File: src/rtl/hazard_scoreboard.sv
// hazard_scoreboard: in-flight write scoreboard resolving ID operands to forward/stall/regfile.
// Define HAZARD_FORWARD_EN for forwarding; otherwise any in-flight match interlocks.
module hazard_scoreboard #(
    parameter int REG_AW   = 5,
    parameter int DEPTH    = 3,
    parameter int LOAD_LAT = 1,
    parameter int SEL_W    = $clog2(DEPTH + 1),
    parameter int CNT_W    = 16
) (
    input  logic              clk,
    input  logic              rst,
    input  logic              id_valid,
    input  logic [REG_AW-1:0] src1,
    input  logic [REG_AW-1:0] src2,
    input  logic              src2_used,
    input  logic [REG_AW-1:0] id_dest,
    input  logic              id_wb_en,
    input  logic              id_mem_read,
    input  logic              br_taken,
    output logic              freez,
    output logic              flush,
    output logic [SEL_W-1:0]  fwd_sel1,
    output logic [SEL_W-1:0]  fwd_sel2,
    output logic [CNT_W-1:0]  stall_cnt
);
    logic [DEPTH-1:0]  e_valid, e_wb, e_load;
    logic [REG_AW-1:0] e_dest [DEPTH];
    logic              stall1, stall2;

    // Scan oldest to youngest so the youngest match is the last one written.
    always_comb begin
        fwd_sel1 = '0;
        fwd_sel2 = '0;
        stall1   = 1'b0;
        stall2   = 1'b0;
        for (int i = DEPTH - 1; i >= 0; i--) begin
            if (e_valid[i] && e_wb[i] && e_dest[i] == src1 && src1 != '0) begin
`ifdef HAZARD_FORWARD_EN
                stall1   = e_load[i] && i < LOAD_LAT;
                fwd_sel1 = stall1 ? '0 : SEL_W'(i + 1);
`else
                stall1   = 1'b1;
`endif
            end
            if (src2_used && e_valid[i] && e_wb[i] && e_dest[i] == src2 && src2 != '0) begin
`ifdef HAZARD_FORWARD_EN
                stall2   = e_load[i] && i < LOAD_LAT;
                fwd_sel2 = stall2 ? '0 : SEL_W'(i + 1);
`else
                stall2   = 1'b1;
`endif
            end
        end
    end

`ifndef HAZARD_FORWARD_EN
    logic unused_load;
    assign unused_load = ^e_load;
`endif

    assign freez = id_valid && (stall1 || stall2) && !br_taken;
    assign flush = br_taken;

    always_ff @(posedge clk) begin
        if (!rst) begin
            e_valid   <= '0;
            e_wb      <= '0;
            e_load    <= '0;
            stall_cnt <= '0;
            for (int i = 0; i < DEPTH; i++) e_dest[i] <= '0;
        end else begin
            for (int i = DEPTH - 1; i > 0; i--) begin
                e_valid[i] <= e_valid[i-1];
                e_wb[i]    <= e_wb[i-1];
                e_load[i]  <= e_load[i-1];
                e_dest[i]  <= e_dest[i-1];
            end
            e_valid[0] <= id_valid && !freez && !br_taken;
            e_wb[0]    <= id_wb_en;
            e_load[0]  <= id_mem_read;
            e_dest[0]  <= id_dest;
            if (freez && !(&stall_cnt)) stall_cnt <= stall_cnt + 1'b1;
        end
    end
endmodule

File: config.mk
export PLATFORM = sky130hd
export DESIGN_NAME = hazard_scoreboard
export DESIGN_NICKNAME = d
export VERILOG_FILES = /design/src/rtl/hazard_scoreboard.sv
export SDC_FILE = /design/constraint.sdc
export NUM_CORES = 1
export LEC_CHECK = 0
export CORE_ASPECT_RATIO = 1.2
export CORE_UTILIZATION = 45
export DETAILED_ROUTE_END_ITERATION = 10
export DONT_BUFFER_PORTS = 1
export PLACE_DENSITY = 0.59
export SYNTH_ARGS = -nofsm -noshare
export SYNTH_HDL_FRONTEND = slang
export SYNTH_SLANG_ARGS = --single-unit
File: constraint.sdc
create_clock -name clk -period 2.7 [get_ports clk]
set_input_delay 0.27 -clock clk [delete_from_list [all_inputs] [get_ports clk]]
set_output_delay 0.27 -clock clk [all_outputs]
set_load 0.05 [all_outputs]
==> metrics, run 1 <==
HP Class=in -> reg; Pwr per Cell Area=545.1 nW/um2; max-cap viol count=0; ranking of synthesized cells by area=dfxtp_1 (41%), xor2_1 (10%), and2_1 (7.2%); CTS buffer count=5; DR iter-0 viols=57; Die Width=roughly 60 um; clk root buf=clkbuf_8; Seq/Total Area, Yosys=40.83%; Syn Inst Count=just under 200; Die ar.=approximately 4300 um2; Worst setup EP type=output pin; synth cell count leaders=dfxtp_1 (37), and2_1 (21), xor2_1 (21); Initial Util=about half; Net Switching=between 0.0002 and 0.00025 W; CP Cell Sequence=xnor2_1 > nand4_1 > or3_4 > a31oi_4 > or2_2 > nor2b_2; clk_lat worst skew=between 0.2 and 0.3 ns; Clk pwr share=a little over two fifths; Worst VDD drop=about 360 uV; P_int=a little under 0.0009 W; worst setup margin=about 0.14 ns; CP Data Arrival Time=roughly 2.3 ns; setup tns final=0 ns; gpl congestion=just over 0.9; FF/Latch Area=740.7 um2; Crit path required time=2.43 ns; count of flip-flops with a built-in enable after synthesis=0; hpwl dp=around 2800 um; Crit Path Class=reg -> out; final number of hold-violating endpoints=0; share of layout cells above drive strength 1=about 15%; RSZ-0062 raised after global routing=false; Leak=roughly 0.78 nW; Die Ht=71.56 um; main flop type after synthesis=dfxtp_1; H-tree Lvls=2; largest net degree at the start of global routing=30; IO buf count=0; clk_skew=slightly below 0.006 ns; multi-input combinational cell area=about 1000 um2; critical path's largest stage delay=about 0.53 ns; period utilization=a little over nine tenths; synth-to-layout area growth=14.00%; # rows=24; Buf/Inv on CP=0; area leader, netlist=dfxtp_1; combinational group share of total power=around 5.8%; nets=~240; Async SR Flop Fraction=0%; synth warn=0; Flop pwr share=between 50% and 60%; drt drc=0; Slew headroom=a little under half; flops & latches, synth=37; status=completed; drt via density=5.309; IO Pins=44; CTS Sinks=37; count of cell types in the netlist=34; CP max stage cell=nor2b_2; initial antenna violation count=0; Max Slew Vio Count=0; vias in the first global route=about 1.4k; via count=approximately 1.4k; Post-Syn Area=about 1800 um2; first-pass GRT wire length=between 5000 and 6000 um; final setup vio count=0; total congestion overflow=0; Post-CTS Setup Bufs=0; share of the synthesized area in the top cell type=40.83%; Tmin final=approximately 2.6 ns; # diodes=0; worst slack, placed=~0.090 ns; r2r setup slk=0.32 ns; DRT Wirelength=around 3600 um; Detail Route Antenna Nets=0; Peak Freq=between 0.3 and 0.4 GHz; CTS tree=yes; gr usage total=between 10% and 20%; crit path max fanout=6; CTS Buffer Depth=2; filler cell count in the final layout=about 360; first drt pass iteration count=4; Crit path max-delay family=simple AND/OR/NAND/NOR gates; Worst Tran Pin Value=roughly 0.8 ns; wire per inst=about 14 um; Core ar.=approximately 3800 um2; CTS Hold Bufs=0; synthesized area per cell=9.209 um2; final hold slack=about 0.1 ns; switching part of the total=between 20% and 30%; Clk pin slew, worst setup/hold paths=about 0.07 ns; most common cell in the synthesized netlist=dfxtp_1; startpoint types=register
-- through the flow --
stage	power, W	instances	util (%)	area (um2)
floorplan	0.0006487	200	-	1826
global placement	0.0006453	257	51.83	1946
detailed placement	0.0006469	257	51.83	1946
finish	0.001127	265	55.10	2068
CTS	0.001140	265	55.10	2068
global route	0.001174	265	55.10	2068
-- cell usage in the layout (no fill, tap or decap), types with 4 or more instances in the layout --
| cell type | n |
|---|---|
| or3_1 | 6 |
| o21ai_0 | 6 |
| and2_1 | 21 |
| o211ai_1 | 4 |
| or4_1 | 4 |
| buf_4 | 15 |
| a21oi_1 | 7 |
| nor4_1 | 4 |
| nor2_1 | 10 |
| dfxtp_1 | 37 |
| conb_1 | 4 |
| clkbuf_8 | 6 |
| nand2_1 | 12 |
| nand4_1 | 7 |
| xor2_1 | 21 |
| nand2b_1 | 4 |
| xnor2_1 | 13 |
| inv_1 | 4 |
-- power groups by stage --
stage / Combinational, W / Sequential [W] / Clock (W)
final: 0.0000649 / 0.000569 / 0.000494
after global routing: 0.0000714 / 0.000570 / 0.000533
after CTS: 0.0000655 / 0.000569 / 0.000505
after detailed placement: 0.0000652 / 0.000582 / 0
after global placement: 0.0000637 / 0.000582 / 0
after floorplan: 0.0000702 / 0.000579 / 0
-- flip-flops by register name (all words and copies together), names as in the netlist --
name,cells
e_wb,3
stall_cnt,16
e_dest,15
e_valid,3
-- repair_timing --
action                                  CTS  global route
hold endpoints to repair                  0             0
endpoints found under the setup margin    1             0
gates resized for setup                   1             0
-- layer usage --
layer	routed length, um	track usage [%]
met5	0	0
met4	82	8.010
met3	254	7.220
met2	1857	33.70
met1	1399	17.55
-- cells by family (layout without fill, tap and decap cells) --
| group | count (synthesis) | count (layout) | synth area share, % |
|---|---|---|---|
| and+or+nand+nor | 80 | 80 | 24.69 |
| DFF | 37 | 37 | 40.83 |
| xor gates and xnor gates | 34 | 34 | 16.41 |
| AOI/OAI and AO/OA | 27 | 27 | 11.52 |
| buffers and inverters | 14 | 27 | 3.999 |
| muxes | 3 | 3 | 1.655 |
| adders and majority gates | 1 | 1 | 0.6895 |
| other | 1 | 4 | 0.2067 |
-- cell type report --
cell class / instances / area share [%]
Multi-Input combinational cell: 149 / 49.06
Sequential cell: 37 / 35.81
Timing Repair Buffer: 15 / 5.445
Clock buffer: 6 / 3.993
Tap cell: 52 / 3.146
Clock inverter: 2 / 1.815
Inverter: 4 / 0.7260
-- final timing paths --
check	endpoint	start	cells past startpoint
worst max-delay path	freez	e_dest[0][9]	6
worst min-delay path	e_dest[0][2]	id_dest[2]	1
worst max register to register	stall_cnt[15]	e_dest[0][9]	7
worst min register to register	e_wb[2]	e_wb[1]	1
Power figures use the tool's default switching activity.
==> inputs of run 2 (changes only) <==
--- a/config.mk
+++ b/config.mk
@@ -5,6 +5,7 @@
 export SDC_FILE = /design/constraint.sdc
 export NUM_CORES = 1
 export LEC_CHECK = 0
+export ABC_CLOCK_PERIOD_IN_PS = 2700
 export CORE_ASPECT_RATIO = 1.2
 export CORE_UTILIZATION = 45
 export DETAILED_ROUTE_END_ITERATION = 10
==> results of run 2 <==
No change in the layout: final DEF, timing and power equal those of run 1.
==> inputs of run 3 (changes only) <==
--- a/config.mk
+++ b/config.mk
@@ -7,10 +7,11 @@
 export LEC_CHECK = 0
 export ABC_CLOCK_PERIOD_IN_PS = 2700
 export CORE_ASPECT_RATIO = 1.2
-export CORE_UTILIZATION = 45
+export CORE_UTILIZATION = 57
 export DETAILED_ROUTE_END_ITERATION = 10
 export DONT_BUFFER_PORTS = 1
-export PLACE_DENSITY = 0.59
+export HOLD_SLACK_MARGIN = 0.1
+export PLACE_DENSITY = 0.71
 export SYNTH_ARGS = -nofsm -noshare
 export SYNTH_HDL_FRONTEND = slang
 export SYNTH_SLANG_ARGS = --single-unit
==> run 3 against run 2 <==
Net effect:
- largest power group unchanged
- global-route usage rose by 7.2 points
- maximum frequency rose by 3.1%
- count of clock-buffer cells in the layout up 2
- sequential power hardly changed
- die area shrank 20%
- worst setup slack improved by 0.077 ns
- highest routed layer unchanged
- critical endpoint unchanged
- clock power is 44% lower
==> metrics, run 3 (synthesis gave the netlist of run 1 again) <==
status=completed; Peak Freq=0.4033 GHz (+3.1%); Crit path required time=2.43 ns (about the same); max-cap viol count=0 (unchanged); Pwr per Cell Area=456.8 nW/um2 (-16%); CP max stage cell=or3_4; Detail Route Antenna Nets=0 (unchanged); DRT Wirelength=3828 um (+6.5%); Core ar.=3055 um2 (-19%); Initial Util=59.38% (+11 points); HP Start=rst; # diodes=0 (unchanged); CTS buffer count=5 (unchanged); Buf/Inv on CP=0 (unchanged); max FFs per register=16 (unchanged); most frequent cells in the layout=dfxtp_1 (37), xor2_1 (21), and2_1 (21); HP Class=in -> reg; worst slack, placed=0.04269 ns (-0.04688 ns); clk_lat worst skew=0.34 ns (+0.05 ns); IO buf count=0 (unchanged); gpl congestion=1.082 (+18%); CTS tree=yes; H-tree Lvls=2 (unchanged); CTS Sinks=37 (unchanged); startpoint types=register; final number of hold-violating endpoints=0 (unchanged); Crit path max-delay family=simple AND/OR/NAND/NOR gates; period utilization=91.84% (-2.9 points); clk_skew=0.009977 ns (+0.004023 ns); share of layout cells above drive strength 1=11.52% (-3.0 points); drt drc=0 (unchanged); worst setup margin=0.2204 ns (+0.07701 ns); Critical Path Start=e_dest[0][9]; via count=1462 (+3.9%); Max Slew Vio Count=0 (unchanged); worst r2r src=e_dest[0][9]; Biggest register=stall_cnt; filler cell count in the final layout=263 (-28%); critical path's largest stage delay=0.41 ns (-0.12 ns); CP Data Arrival Time=2.21 ns (-0.08 ns); nets=239 (+1.7%); vias in the first global route=1479 (+8.3%); synth-to-layout area growth=11.86%; Die Ht=63.80 um (-11%); Worst Tran Pin Value=0.7919 ns (+0.01131 ns); DR iter-0 viols=30 (-47%); Leak=0.7654 nW (-2.1%); Crit Path Class=reg -> out; hpwl dp=2811 um (+0.56%); final setup vio count=0 (unchanged); Slew headroom=47.03% (-0.70 points); # rows=22 (-8.3%); RSZ-0062 raised after global routing=false; CP Cell Sequence=xnor2_1 > nand4_1 > or3_4 > a31oi_4 > or2_2 > nor2b_4; commonest non-fill, non-tap cell in the layout=dfxtp_1; Tmin final=2.480 ns (-0.07701 ns); total congestion overflow=0 (unchanged); Worst setup EP type=output pin; initial antenna violation count=0 (unchanged); gr usage total=25.60% (+7.2 points); largest registers in the final layout=stall_cnt: 16 flops, e_dest: 15 flops; clk root buf=clkbuf_4; Die Width=53.50 um (-11%); Worst VDD drop=410.4 uV (+13%); Finished Cell Area=2029 um2 (-1.9%); first drt pass iteration count=4 (unchanged); wire per inst=15.13 um (+12%); CTS Buffer Depth=2 (unchanged); Clk pin slew, worst setup/hold paths=0.11 ns (+0.04 ns); largest net degree at the start of global routing=28 (-6.7%); drt via density=5.779 (+8.8%); Die ar.=3413 um2 (-20%); crit path max fanout=6 (unchanged); setup tns final=0 ns (unchanged); IO Pins=44 (unchanged); Cell Area, Placed=1903 um2 (-2.2%); Post-CTS Setup Bufs=0 (unchanged); Total Power=0.0009270 W (-18%); first-pass GRT wire length=6292 um (+8.3%)
run 3: cell count changes in the layout (fill, tap and decap cells not counted):
cell / previous run / this run
clkbuf_1: 0 / 3
clkbuf_8: 6 / 0
buf_4: 15 / 12
clkbuf_4: 0 / 5
nor2b_2: 1 / 0
dlygate4sd3_1: 0 / 7
nor2b_4: 0 / 1
bufinv_16: 1 / 0
clkinvlp_4: 1 / 0
run 3: final timing paths:
path / endpoint / slack [ns] / cells past startpoint
worst max-delay path: freez / 0.22 / 6
worst min-delay path: stall_cnt[12] / 0.14 / 2
worst max register to register: stall_cnt[15] / 0.31 / 7
worst min register to register: e_valid[2] / 0.45 / 1
run 3: worst reg2reg max path: cells and delay by family, from the launching register on:
family / cells / cell delay, ns
compound gates: 3 / 0.74
xor+xnor: 1 / 0.20
flops: 1 / 0.35
simple gates: 3 / 1.03
run 3: layer usage:
| metal | vias up | global-route usage (%) | part of all wire, % |
|---|---|---|---|
| met2 | 60 | 43.44 | 51 |
| met4 | 0 | 13.16 | 3.3 |
| met5 | - | 0 | 0 |
| met1 | 676 | 26.34 | 39 |
| li1 | 714 | - | - |
| met3 | 12 | 9.524 | 6.2 |
run 3: cell type report:
class | instances | area, um2 | area share, %
multi-input cells | 149 | 1020 | 50.25
flip-flops and latches | 37 | 740.7 | 36.50
repair buffers | 19 | 160.2 | 7.891
clock buffers | 8 | 48.80 | 2.404
well taps | 36 | 45.04 | 2.219
inverters | 4 | 15.01 | 0.7398
run 3: power by group:
part / switching, W / internal, W / total, W / leakage (nW)
Clock: 0.000175 / 0.000104 / 0.000279 / 0.0265
Sequential: 0.0000115 / 0.000558 / 0.000569 / 0.301
Combinational: 0.0000423 / 0.0000368 / 0.0000790 / 0.437
run 3: metrics by stage:
stage                     hold WS, ns  instances  util, %
after floorplan                0.3973        200        -
after global placement         0.3954        238    62.29
after detailed placement       0.3976        238    62.29
after CTS                      0.1191        253    66.26
after global routing           0.1235        253    66.42
final                          0.1415        253    66.42
run 3: timing repair:
action / in CTS / in global routing
hold buffers: 7 / 0
cloned: 0 / 0
hold endpoints to repair: 24 / 0
setup endpoints to repair: 1 / 1
gates resized for setup: 1 / 1
